==> src/rtl/pc_fetch_unit.sv <==
// Instruction-fetch stage: owns the architectural PC, fetches over a req/ready
// handshake, holds the word for decode, then steers the PC from control outputs.
module pc_fetch_unit #(
    parameter logic [31:0] RESET_PC = 32'h0040_0000,
    localparam int unsigned XLEN    = 32,
    localparam int unsigned JTW     = 26
) (
    input  logic            clk,
    input  logic            reset,
    input  logic            stall,
    input  logic [1:0]      pcsrc,
    input  logic            branch,
    input  logic            zero,
    input  logic [XLEN-1:0] branch_imm,
    input  logic [JTW-1:0]  jump_target,
    input  logic [XLEN-1:0] reg_rs,
    output logic            imem_req,
    output logic [XLEN-1:0] imem_addr,
    input  logic            imem_ready,
    input  logic [XLEN-1:0] imem_rdata,
    output logic [XLEN-1:0] instr,
    output logic            instr_valid,
    output logic [XLEN-1:0] pc,
    output logic [XLEN-1:0] pc_plus4,
    output logic            misalign
);

    typedef enum logic [1:0] {
        S_FETCH = 2'd0,
        S_EXEC  = 2'd1,
        S_ERROR = 2'd2
    } state_t;

    localparam logic [1:0] PCSRC_SEQ = 2'b00;
    localparam logic [1:0] PCSRC_J   = 2'b01;
    localparam logic [1:0] PCSRC_JR  = 2'b10;

    state_t            state_q, state_d;
    logic [XLEN-1:0]   pc_q, pc_d;
    logic [XLEN-1:0]   instr_q, instr_d;
    logic              valid_q, valid_d;
    logic              mis_q, mis_d;
    logic [XLEN-1:0]   pc_plus4_c;
    logic [XLEN-1:0]   branch_tgt_c;
    logic [XLEN-1:0]   next_pc_c;
    logic              take_branch_c;

    // Next-PC datapath; all adds wrap modulo 2^32.
    always_comb begin
        pc_plus4_c    = pc_q + XLEN'(4);
        branch_tgt_c  = pc_plus4_c + (branch_imm << 2);
        take_branch_c = branch & zero;
        next_pc_c     = pc_plus4_c;
        case (pcsrc)
            PCSRC_SEQ: next_pc_c = take_branch_c ? branch_tgt_c : pc_plus4_c;
            PCSRC_J:   next_pc_c = {pc_plus4_c[31:28], jump_target, 2'b00};
            PCSRC_JR:  next_pc_c = reg_rs;
            default:   next_pc_c = pc_plus4_c;
        endcase
    end

    always_ff @(posedge clk) begin
        if (reset) begin
            state_q <= S_FETCH;
            pc_q    <= RESET_PC;
            instr_q <= '0;
            valid_q <= 1'b0;
            mis_q   <= 1'b0;
        end else begin
            state_q <= state_d;
            pc_q    <= pc_d;
            instr_q <= instr_d;
            valid_q <= valid_d;
            mis_q   <= mis_d;
        end
    end

    // Next-state logic; stall outranks a misaligned target so no error is raised mid-stall.
    always_comb begin
        state_d = state_q;
        pc_d    = pc_q;
        instr_d = instr_q;
        valid_d = valid_q;
        mis_d   = mis_q;
        case (state_q)
            S_FETCH: begin
                valid_d = 1'b0;
                if (imem_ready) begin
                    instr_d = imem_rdata;
                    valid_d = 1'b1;
                    state_d = S_EXEC;
                end
            end
            S_EXEC: begin
                if (!stall) begin
                    valid_d = 1'b0;
                    if (next_pc_c[1:0] == 2'b00) begin
                        pc_d    = next_pc_c;
                        state_d = S_FETCH;
                    end else begin
                        mis_d   = 1'b1;
                        state_d = S_ERROR;
                    end
                end
            end
            S_ERROR: begin
                valid_d = 1'b0;
                mis_d   = 1'b1;
            end
            default: begin
                valid_d = 1'b0;
                state_d = S_FETCH;
            end
        endcase
    end

    // Request is gated by reset so the first fetch appears in the first cycle reset is low.
    assign imem_req    = (state_q == S_FETCH) && !reset;
    assign imem_addr   = pc_q;
    assign instr       = instr_q;
    assign instr_valid = valid_q;
    assign pc          = pc_q;
    assign pc_plus4    = pc_plus4_c;
    assign misalign    = mis_q;

endmodule

==> config.mk <==
export PLATFORM = sky130hd
export DESIGN_NAME = pc_fetch_unit
export DESIGN_NICKNAME = d
export VERILOG_FILES = /design/src/rtl/pc_fetch_unit.sv
export SDC_FILE = /design/constraint.sdc
export NUM_CORES = 1
export LEC_CHECK = 0
export ABC_CLOCK_PERIOD_IN_PS = 5600
export CORE_ASPECT_RATIO = 0.5
export CORE_UTILIZATION = 44
export CTS_CLUSTER_SIZE = 25
export DETAILED_ROUTE_END_ITERATION = 8
export GPL_TIMING_DRIVEN = 0
export HOLD_SLACK_MARGIN = 0.1
export PLACE_DENSITY = 0.84
export SYNTH_ARGS = -nofsm -noshare
export SYNTH_HDL_FRONTEND = slang
export SYNTH_SLANG_ARGS = --single-unit
==> constraint.sdc <==
create_clock -name clk -period 5.6 [get_ports clk]
set_input_delay 1.12 -clock clk [delete_from_list [all_inputs] [get_ports clk]]
set_output_delay 1.12 -clock clk [all_outputs]
set_load 0.05 [all_outputs]
# After elaboration in Yosys (flattened, before gate mapping)
# Index checks and enable logic that the tools add are counted.
[totals] regBits=68 latchBits=0 ram_bits=0 romBits=0 inputBits=130 out_inout_bits=131 wordCells=39 memories=0
[op_classes] n_addsub=2 multipliers=0 n_div=0 magnitude_cmp=0 eq_ne=7 shift=0 muxes=12 bitwise=3 n_reduce_logical=10
[op_table] cell="$pmux 32 s3" n=1
[op_table] cell="$add 32x3->32 const B" n=1
[op_table] cell="$add 32x32->32" n=1
[op_table] cell="$mux 32" n=1
[op_table] cell="$reduce_and 3->1" n=3
[op_table] cell="$logic_not 2->1" n=3
[op_table] cell="$mux 2" n=3
[op_table] cell="$ne 2x2->1 const B" n=3
[op_table] cell="$pmux 2 s3" n=1
[op_table] cell="$eq 2x1->1 const B" n=2
[op_table] cell="$eq 2x2->1 const B" n=2
[op_table] cell="$mux 1" n=4
[op_table] cell="$pmux 1 s2" n=2
[op_table] cell="$not 1->1" n=2
[op_table] cell="$reduce_and 2->1" n=1
[op_table] cell="$reduce_bool 2->1" n=1
[op_table] cell="$and 1x1->1" n=1
[op_table] cell="$logic_and 1x1->1" n=1
[op_table] cell="$logic_not 1->1" n=1

# Logic depth before layout (Yosys ltp)
# Gate-level depths: netlist (run 1).
[depth] depth_word=8 depth_mapped=19 mapped_depth_nobuf=17

# Least setup slack after synthesis (run 1)
# OpenSTA, ideal clock, no wires.
[synth_path] path_type="register to register" startpoint="register pc_q[2] (netlist: imem_addr[2])" endpoint="register pc_q[27] (netlist: imem_addr[27])" t_arrival_ps=4698 t_required_ps=5526 setup_slack_ps=828 stages_incl_launch_ff=18 synth_period_minus_slack_ps=4772 cell_sequence="dfxtp_1 -> ha_1 -> and4_1 -> and3_1 -> buf_4 -> nand3_1 -> xnor2_1 -> ha_1 -> buf_2 -> a21o_1 -> a21o_1 -> a21o_1 -> and3_1 -> a2111oi_2 -> o41a_2 -> xnor2_1 -> o211ai_1 -> a31oi_1"
[synth_via] elab_chain_cells=4
[synth_rtl] item="start: declaration" line_no="39" text="logic [XLEN-1:0] pc_q, pc_d;"
[synth_rtl] item="start signal: assignment" line_no="71" text="pc_q <= pc_d;"
[synth_rtl] item="$add 32x3->32" line_no="50" text="pc_plus4_c = pc_q + XLEN'(4);"
[synth_rtl] item="via pc_plus4[22]" line_no="24" text="output logic [XLEN-1:0] pc_plus4,"
[synth_rtl] item="$add 32x32->32" line_no="51" text="branch_tgt_c = pc_plus4_c + (branch_imm << 2);"
[synth_rtl] item="$mux 32" line_no="55" text="PCSRC_SEQ: next_pc_c = take_branch_c ? branch_tgt_c : pc_plus4_c;"
[synth_rtl] item="$pmux 32 s3" line_no="54" text="case (pcsrc)"
# The timed path passes the listed nets, and every way through them passes these cells.
# A chain may end at the register's enable or synchronous reset.

# Worst setup path after layout (run 1)
[layout_path] startpoint="register pc_q[2] (netlist: imem_addr[2])" endpoint="output pc_plus4[30]"
[layout_via] elab_chain_cells=1
[layout_rtl] item="$add 32x3->32" line_no="50"
[layout_rtl] item="end: declaration" line_no="24"
# Every way passes these cells.

==> results of run 1 <==
==> kinds of logic (layout without fill, tap and decap cells) <==
family	count (synthesis)	in the layout
AOI/OAI and AO/OA	217	217
xor gates and xnor gates	50	50
adders and majority gates	35	35
buffers and inverters	94	368
DFF	68	68
muxes	7	7
and+or+nand+nor	280	280
==> layer usage <==
metal,part of all wire,GRT usage,wire length (um)
met1,0.42,0.422,9530
met2,0.45,0.543,10100
met3,0.11,0.0814,2480
met4,0.025,0.107,563
met5,0,0,0
==> power breakdown <==
group          internal, mW  leakage [nW]  switching (mW)  total [mW]
Clock                 0.348         0.138           0.252       0.600
Sequential            0.510         0.556          0.0294       0.540
Combinational         0.279          2.77           0.411       0.690
==> worst min path at each step <==
stage / end / startpoint / slack [ps]
3_5_place_dp: misalign$_SDFFE_PP0P_ / misalign$_SDFFE_PP0P_ / 440
4_1_cts: misalign$_SDFFE_PP0P_ / misalign$_SDFFE_PP0P_ / 450
5_1_grt: instr[30]$_SDFFE_PP0P_ / instr[30]$_SDFFE_PP0P_ / 480
3_3_place_gp: misalign$_SDFFE_PP0P_ / misalign$_SDFFE_PP0P_ / 430
2_1_floorplan: state_q[0]$_SDFFE_PP0P_ / state_q[1]$_SDFFE_PP0P_ / 480
6_report: misalign$_SDFFE_PP0P_ / misalign$_SDFFE_PP0P_ / 450
==> registers in the layout (all words and copies together), names as in the netlist <==
register / flops
imem_addr: 32
instr: 32
state_q: 2
instr_valid: 1
misalign: 1
==> layout make-up <==
type	count	share of cell area
buffer	80	0.0518
clock buffer	9	0.0257
clock inverter	7	0.00857
inverter	14	0.00600
multi-input combinational	589	0.434
sequential	68	0.155
tap	165	0.0236
timing repair buffer	258	0.295
==> critical path, delay by kind of cell (launching register included) <==
family / cells / cell delay (ps)
buffers and inverters: 3 / 1200
AND/OR/NAND/NOR: 5 / 1060
flip-flops: 1 / 500
adder cells (fa/ha/maj): 1 / 330
XOR/XNOR: 1 / 230
==> through the flow <==
step                 util  instance area [um^2]  total power, mW  std cells
floorplan               -                  5670            0.964        751
global placement    0.694                  8460             1.22       1174
detailed placement  0.694                  8460             1.23       1174
CTS                 0.718                  8760             1.82       1190
global route        0.718                  8760             1.89       1190
finish              0.718                  8760             1.83       1190
==> placed cells by master (no fill, tap or decap), types with 4 or more instances in the layout <==
cell	instances
a211oi_1	15
a21o_1	14
a21oi_1	78
a221o_1	10
a221oi_1	15
a22oi_1	5
a31oi_1	10
and2_1	6
and3_1	10
buf_1	8
buf_2	9
buf_4	36
clkbuf_1	26
clkbuf_16	9
clkdlybuf4s50_1	258
dfxtp_1	68
ha_1	34
inv_1	14
mux2i_1	6
nand2_1	106
nand3_1	22
nand4_1	9
nor2_1	57
nor2b_1	7
nor3_1	23
nor4_1	5
o211ai_1	5
o21ai_0	20
o22ai_1	4
o31ai_1	5
or2_2	5
or3_1	4
xnor2_1	24
xor2_1	24
==> impl_metrics.env, run 1 <==
export IMPL_status="finished, final reports clean"
export IMPL_synth_nets=916
export IMPL_synth_edf_count=0
export IMPL_required_ps=4480
export IMPL_synth_top_area_frac=0.240
export IMPL_ys_seq_area_frac=0.240
export IMPL_drtIter0Drc=615
export IMPL_slew_headroom=0.425
export IMPL_drt_total_wl_um=22700
export IMPL_hp_class="reg2reg"
export IMPL_num_antenna_cells=0
export IMPL_netlist_area_um2=5670
export IMPL_clockBufferDepth=2
export IMPL_synth_simple_area_share=0.240
export IMPL_multiInputGateArea_um2=3800
export IMPL_synth_most_common_cell="nand2_1"
export IMPL_synthTopCellsByCount="106 x nand2_1, 78 x a21oi_1, 68 x dfxtp_1"
export IMPL_rr_worst_depth=17
export IMPL_vias=6888
export IMPL_preCtsSetupSlack_ps=1060
export IMPL_fill_cells=1034
export IMPL_die_area_um2=13400
export IMPL_synthDistinctLibCells=71
export IMPL_synth_mux_area_frac=0.0126
export IMPL_avgSynthCellArea_um2=7.55
export IMPL_start_util=0.465
export IMPL_ir_worst_vdd_uv=134
export IMPL_drv_cap=0
export IMPL_seq_area_um2=1360
export IMPL_holdPathStages=2
export IMPL_yosysWarningCount=0
export IMPL_antenna_found_initial=0
export IMPL_dr_pass1_iters=8
export IMPL_track_usage=0.328
export IMPL_clk_pin_slew_ps=70
export IMPL_hold_viol=0
export IMPL_ys_ff_latch=68
export IMPL_fmax_ghz=0.209
export IMPL_fin_tns_setup_ps=0
export IMPL_root_buffer="clkbuf_16"
export IMPL_postCtsSetupBuffers=0
export IMPL_core_region_area_um2=12200
export IMPL_grt_max_degree=14
export IMPL_drv_slew=0
export IMPL_place_congestion=0.958
export IMPL_r2r_start="imem_addr[2]$_SDFFE_PP0P_"
export IMPL_worst_path_largest_cell_delay_ps=880
export IMPL_hpwlAfterDp_um=17700
export IMPL_synth_top_family_by_area="compound AO/OA/AOI/OAI gates"
export IMPL_crit_chain="ha_1 > and4_1 > and3_1 > buf_4 > nand2_2 > or2_1 > buf_6 > nor2_4 > xor2_1 > clkdlybuf4s50_1"
export IMPL_area_delta_synth_final_pct=54.5
export IMPL_fin_skew_ps=11.0
export IMPL_grt_pass1_wl_um=33600
export IMPL_p_leak_nw=3.46
export IMPL_globalRouteOverflowTotal=0
export IMPL_path_max_fanout=7
export IMPL_wire_per_inst_um=19.1
export IMPL_ys_flop_type="dfxtp_1"
export IMPL_setup_viol=0
export IMPL_worst_slew_pin_slew_ps=863
export IMPL_clk_latency_ps=350
export IMPL_cts_resized=0
export IMPL_crit_end="pc_plus4[30]"
export IMPL_cp_slowest_cell="clkdlybuf4s50_1"
export IMPL_ctsHoldBuffers=0
export IMPL_drc=0
export IMPL_tritoncts="done"
export IMPL_rows=28
export IMPL_period_needed_ps=4780
export IMPL_synth_top_area_cell="dfxtp_1"
export IMPL_crit_path_end_kind="output pin"
export IMPL_drive_gt1_frac=0.0898
export IMPL_r2r_setup_slack_ps=1140
export IMPL_die_y_um=82.3
export IMPL_yosys_top_cells_area="dfxtp_1 24%, ha_1 7.5%, nand2_1 7.0%"
export IMPL_die_x_um=163
export IMPL_cp_start_kind="flip-flop"
export IMPL_fin_crit_sh=0.854
export IMPL_nNetsFinal=1185
export IMPL_rsz0062_at_grt="no"
export IMPL_clock_sinks=68
export IMPL_htreeDepth=3
export IMPL_grt_pass1_vias=6437
export IMPL_pwr_density_cell_nw_per_um2=209
export IMPL_fin_ws_ps=818
export IMPL_path_class="reg2out"
export IMPL_synthArstFlopShare=0
export IMPL_arrival_ps=3660
export IMPL_synth_adder_area_share=0.0786
export IMPL_synth_xor_area_share=0.0799
export IMPL_synth_compound_area_share=0.259
export IMPL_viasPerCell=5.79
export IMPL_startpoint="imem_addr[2]$_SDFFE_PP0P_"
export IMPL_syn_inst=751
export IMPL_r2r_end="imem_addr[27]$_SDFFE_PP0P_"
export IMPL_cts_buffers=9
export IMPL_port_buffers=258
export IMPL_drtAntennaViolNets=0
export IMPL_io_pins=261
export IMPL_holdWs_ps=448
Power figures use the tool's default switching activity.
==> run 2: changes to the inputs <==
- CORE_MARGIN: unset -> 5
==> run 2 against run 1 <==
Net effect: core utilization down 2.3 points; cell area up 0.26%; critical path depth unchanged; global-route usage down 3.6 points; register-to-register slack better by 90 ps; clock power up 3%; non-clock buffer count unchanged; critical path type unchanged.
==> impl_metrics.env, run 2 (same netlist as run 1, synthesis figures left out) <==
export IMPL_status="finished, final reports clean"
export IMPL_pwr_density_cell_nw_per_um2=211
export IMPL_period_needed_ps=4700
export IMPL_p_leak_nw=3.48
export IMPL_area_delta_synth_final_pct=54.9
export IMPL_grt_max_degree=13
export IMPL_cts_buffers=9
export IMPL_arrival_ps=3580
export IMPL_vias=6865
export IMPL_rows=29
export IMPL_hold_viol=0
export IMPL_tritoncts="done"
export IMPL_drt_total_wl_um=23600
export IMPL_grt_pass1_wl_um=36200
export IMPL_fin_tns_setup_ps=0
export IMPL_ctsHoldBuffers=0
export IMPL_holdWs_ps=456
export IMPL_clk_pin_slew_ps=60
export IMPL_required_ps=4480
export IMPL_fin_skew_ps=11.0
export IMPL_drtIter0Drc=617
export IMPL_nNetsFinal=1185
export IMPL_port_buffers=258
export IMPL_root_buffer="clkbuf_16"
export IMPL_track_usage=0.291
export IMPL_grt_pass1_vias=6593
export IMPL_hpwlAfterDp_um=18900
export IMPL_drv_slew=0
export IMPL_rsz0062_at_grt="no"
export IMPL_setup_viol=0
export IMPL_globalRouteOverflowTotal=0
export IMPL_fin_crit_sh=0.840
export IMPL_hp_class="reg2reg"
export IMPL_core_region_area_um2=12600
export IMPL_die_area_um2=15400
export IMPL_path_class="reg2out"
export IMPL_clockBufferDepth=2
export IMPL_die_x_um=171
export IMPL_ir_worst_vdd_uv=188
export IMPL_drc=0
export IMPL_viasPerCell=5.74
export IMPL_path_max_fanout=7
export IMPL_clock_sinks=68
export IMPL_clk_latency_ps=330
export IMPL_fin_ws_ps=897
export IMPL_cp_start_kind="flip-flop"
export IMPL_place_congestion=1.01
export IMPL_htreeDepth=3
export IMPL_crit_path_end_kind="output pin"
export IMPL_dr_pass1_iters=8
export IMPL_die_y_um=90.3
export IMPL_fmax_ghz=0.213
export IMPL_postCtsSetupBuffers=0
export IMPL_start_util=0.449
export IMPL_preCtsSetupSlack_ps=1110
export IMPL_wire_per_inst_um=19.8
export IMPL_num_antenna_cells=0
export IMPL_dp_cells=1179
export IMPL_layout_common_cells="258 x clkdlybuf4s50_1, 106 x nand2_1, 78 x a21oi_1, 68 x dfxtp_1, 57 x nor2_1"
export IMPL_worst_slew_pin_slew_ps=790
export IMPL_drive_gt1_frac=0.0888
export IMPL_final_common_cell="clkdlybuf4s50_1"
export IMPL_place_area_um2=8470
export IMPL_drv_cap=0
export IMPL_io_pins=261
export IMPL_finalInstanceArea_um2=8780
export IMPL_slew_headroom=0.473
export IMPL_cts_resized=0
export IMPL_antenna_found_initial=0
export IMPL_final_cells=1195
export IMPL_drtAntennaViolNets=0
-- run 2: cell count changes in the layout (fill, tap and decap cells not counted), sizes merged --
cell / before / now
clkbuf: 35 / 36
clkinvlp: 3 / 0
clkinv: 1 / 3
inv: 16 / 15
bufinv: 1 / 2
-- run 2: worst max-delay path: stages, from the launching register on --
cell and delay, ps:
dfxtp_1 490, ha_1 330, and4_1 340, and3_1 180, buf_4 160, nand2_2 110, or2_1 280, buf_6 150
nor2_4 140, xor2_1 210, clkdlybuf4s50_1 860
-- run 2: layer usage --
| metal | global-route usage | share of wire | up-vias |
|---|---|---|---|
| met4 | 0.0618 | 0.022 | 0 |
| met2 | 0.485 | 0.46 | 356 |
| li1 | - | - | 3221 |
| met5 | 0 | 0 | - |
| met3 | 0.0691 | 0.098 | 40 |
| met1 | 0.385 | 0.42 | 3248 |
-- run 2: area by class of cell --
class	instances	area (um^2)
fillers	1099	3840
plain buffers	80	454
flip-flops and latches	68	1360
repair buffers	258	2580
inverters	14	52.6
clock buffers	10	229
well taps	170	213
multi-input cells	589	3800
clock inverters	6	87.6
-- run 2: power by group --
group	switching [mW]	total (mW)	internal [mW]
clock	0.227	0.618	0.391
combinational	0.413	0.692	0.279
sequential	0.0300	0.540	0.510
total	0.670	1.85	1.18
-- run 2: final timing paths --
| path | start | end | slack, ps | cells after the start |
|---|---|---|---|---|
| setup / recovery | imem_addr[2]$_SDFFE_PP0P_ | pc_plus4[30] | 900 | 10 |
| hold / removal | instr[1]$_SDFFE_PP0P_ | instr[1]$_SDFFE_PP0P_ | 460 | 2 |
| setup reg to reg | imem_addr[2]$_SDFFE_PP0P_ | imem_addr[27]$_SDFFE_PP0P_ | 1230 | 17 |
| hold reg to reg | instr[1]$_SDFFE_PP0P_ | instr[1]$_SDFFE_PP0P_ | 460 | 2 |
-- run 2: stage by stage --
step                total power, mW   util
global route                   1.91  0.696
finish                         1.85  0.696
global placement               1.22  0.670
floorplan                     0.964      -
detailed placement             1.23  0.670
CTS                            1.84  0.696
==> run 3: changes to the inputs <==
- ABC_CLOCK_PERIOD_IN_PS: 5600 -> 4800
- CORE_UTILIZATION: 44 -> 43
- PLACE_DENSITY: 0.84 -> 0.82
- clock period: 5.6 -> 4.8 ns (I/O delays scaled with it)
==> run 3 against run 2 <==
Net effect: total power up 16%; non-clock buffer count unchanged; first-iteration DRC count up 15%; via count up 1.3%; critical endpoint unchanged; core utilization down 0.86 points; worst hold slack better by 2.5 ps; sequential power up 17%; worst setup slack worse by 630 ps; sequential share of layout area about the same; clock power up 13%; clock-buffer cell count down 1.
==> impl_metrics.env, run 3 (same netlist as run 1, synthesis figures left out) <==
export IMPL_fill_cells=1128
export IMPL_wire_per_inst_um=20.0
export IMPL_final_common_cell="clkdlybuf4s50_1"
export IMPL_num_antenna_cells=0
export IMPL_pwr_density_cell_nw_per_um2=244
export IMPL_clockBufferDepth=2
export IMPL_ctsHoldBuffers=0
export IMPL_setup_viol=0
export IMPL_port_buffers=258
export IMPL_drv_cap=0
export IMPL_fin_ws_ps=269
export IMPL_start_util=0.444
export IMPL_cp_start_kind="flip-flop"
export IMPL_path_max_fanout=7
export IMPL_drv_slew=0
export IMPL_rows=29
export IMPL_hp_class="reg2reg"
export IMPL_status="finished, final reports clean"
export IMPL_viasPerCell=5.82
export IMPL_path_class="reg2out"
export IMPL_htreeDepth=3
export IMPL_finalInstanceArea_um2=8770
export IMPL_dp_cells=1179
export IMPL_final_cells=1195
export IMPL_place_congestion=0.955
export IMPL_p_leak_nw=3.47
export IMPL_slew_headroom=0.437
export IMPL_dr_pass1_iters=6
export IMPL_arrival_ps=3570
export IMPL_root_buffer="clkbuf_16"
export IMPL_hold_viol=0
export IMPL_globalRouteOverflowTotal=0
export IMPL_crit_path_end_kind="output pin"
export IMPL_core_region_area_um2=12800
export IMPL_rsz0062_at_grt="no"
export IMPL_layout_common_cells="258 x clkdlybuf4s50_1, 106 x nand2_1, 78 x a21oi_1, 68 x dfxtp_1, 57 x nor2_1"
export IMPL_io_pins=261
export IMPL_grt_max_degree=15
export IMPL_clk_latency_ps=340
export IMPL_totalPowerFinal_mw=2.14
export IMPL_seq_area_um2=1360
export IMPL_clock_sinks=68
export IMPL_clk_pin_slew_ps=60
export IMPL_required_ps=3840
export IMPL_drc=0
export IMPL_worst_slew_pin_slew_ps=838
export IMPL_nNetsFinal=1185
export IMPL_fin_skew_ps=8.40
export IMPL_place_area_um2=8470
export IMPL_track_usage=0.289
export IMPL_die_area_um2=15700
export IMPL_ir_worst_vdd_uv=182
export IMPL_area_delta_synth_final_pct=54.7
export IMPL_fmax_ghz=0.221
export IMPL_fin_tns_setup_ps=0
export IMPL_cts_buffers=9
export IMPL_hpwlAfterDp_um=18900
export IMPL_preCtsSetupSlack_ps=520
export IMPL_multiInputGateArea_um2=3800
export IMPL_antenna_found_initial=0
export IMPL_cts_resized=0
export IMPL_period_needed_ps=4530
export IMPL_die_x_um=172
export IMPL_drtAntennaViolNets=0
export IMPL_grt_pass1_wl_um=36100
export IMPL_drive_gt1_frac=0.0898
export IMPL_die_y_um=91.2
export IMPL_vias=6952
export IMPL_postCtsSetupBuffers=0
export IMPL_tritoncts="done"
export IMPL_fin_crit_sh=0.944
export IMPL_drt_total_wl_um=23900
export IMPL_drtIter0Drc=711
export IMPL_grt_pass1_vias=6608
==> run 3: report_power, final <==
group / switching (mW) / internal [mW]
registers: 0.0347 / 0.595
clock network: 0.289 / 0.412
logic: 0.483 / 0.326
total: 0.806 / 1.33
==> run 3: final timing paths <==
kind / slack (ps) / depth (start not counted) / to / from
worst max-delay path: 270 / 10 / pc_plus4[30] / imem_addr[2]$_SDFFE_PP0P_
worst min-delay path: 460 / 2 / instr[3]$_SDFFE_PP0P_ / instr[3]$_SDFFE_PP0P_
worst max register to register: 360 / 17 / imem_addr[27]$_SDFFE_PP0P_ / imem_addr[2]$_SDFFE_PP0P_
worst min register to register: 460 / 2 / instr[3]$_SDFFE_PP0P_ / instr[3]$_SDFFE_PP0P_
==> run 3: final cells by class <==
class / instances / area share
Clock buffer: 9 / 0.0257
Timing Repair Buffer: 258 / 0.294
Inverter: 14 / 0.00599
Multi-Input combinational cell: 589 / 0.433
Clock inverter: 7 / 0.00941
Sequential cell: 68 / 0.155
Buffer: 80 / 0.0518
Tap cell: 170 / 0.0242
==> run 3: routing by layer <==
layer / up-vias / global-route usage / share of wire
met2: 375 / 0.463 / 0.46
met5: - / 0 / 0
met4: 0 / 0.0883 / 0.028
li1: 3230 / - / -
met1: 3288 / 0.384 / 0.41
met3: 59 / 0.0711 / 0.10
==> run 3: critical path: stages, from the launching register on <==
cell and delay, ps:
dfxtp_1 480, ha_1 330, and4_1 320, and3_1 190
buf_4 160, nand2_2 110, or2_1 290, buf_6 150
nor2_4 130, xor2_1 200, clkdlybuf4s50_1 870
==> run 3: through the flow <==
step	utilization	hold slack (ps)
after floorplan	-	479
after global placement	0.663	441
after detailed placement	0.663	448
after CTS	0.687	457
after global routing	0.687	475
final	0.687	458
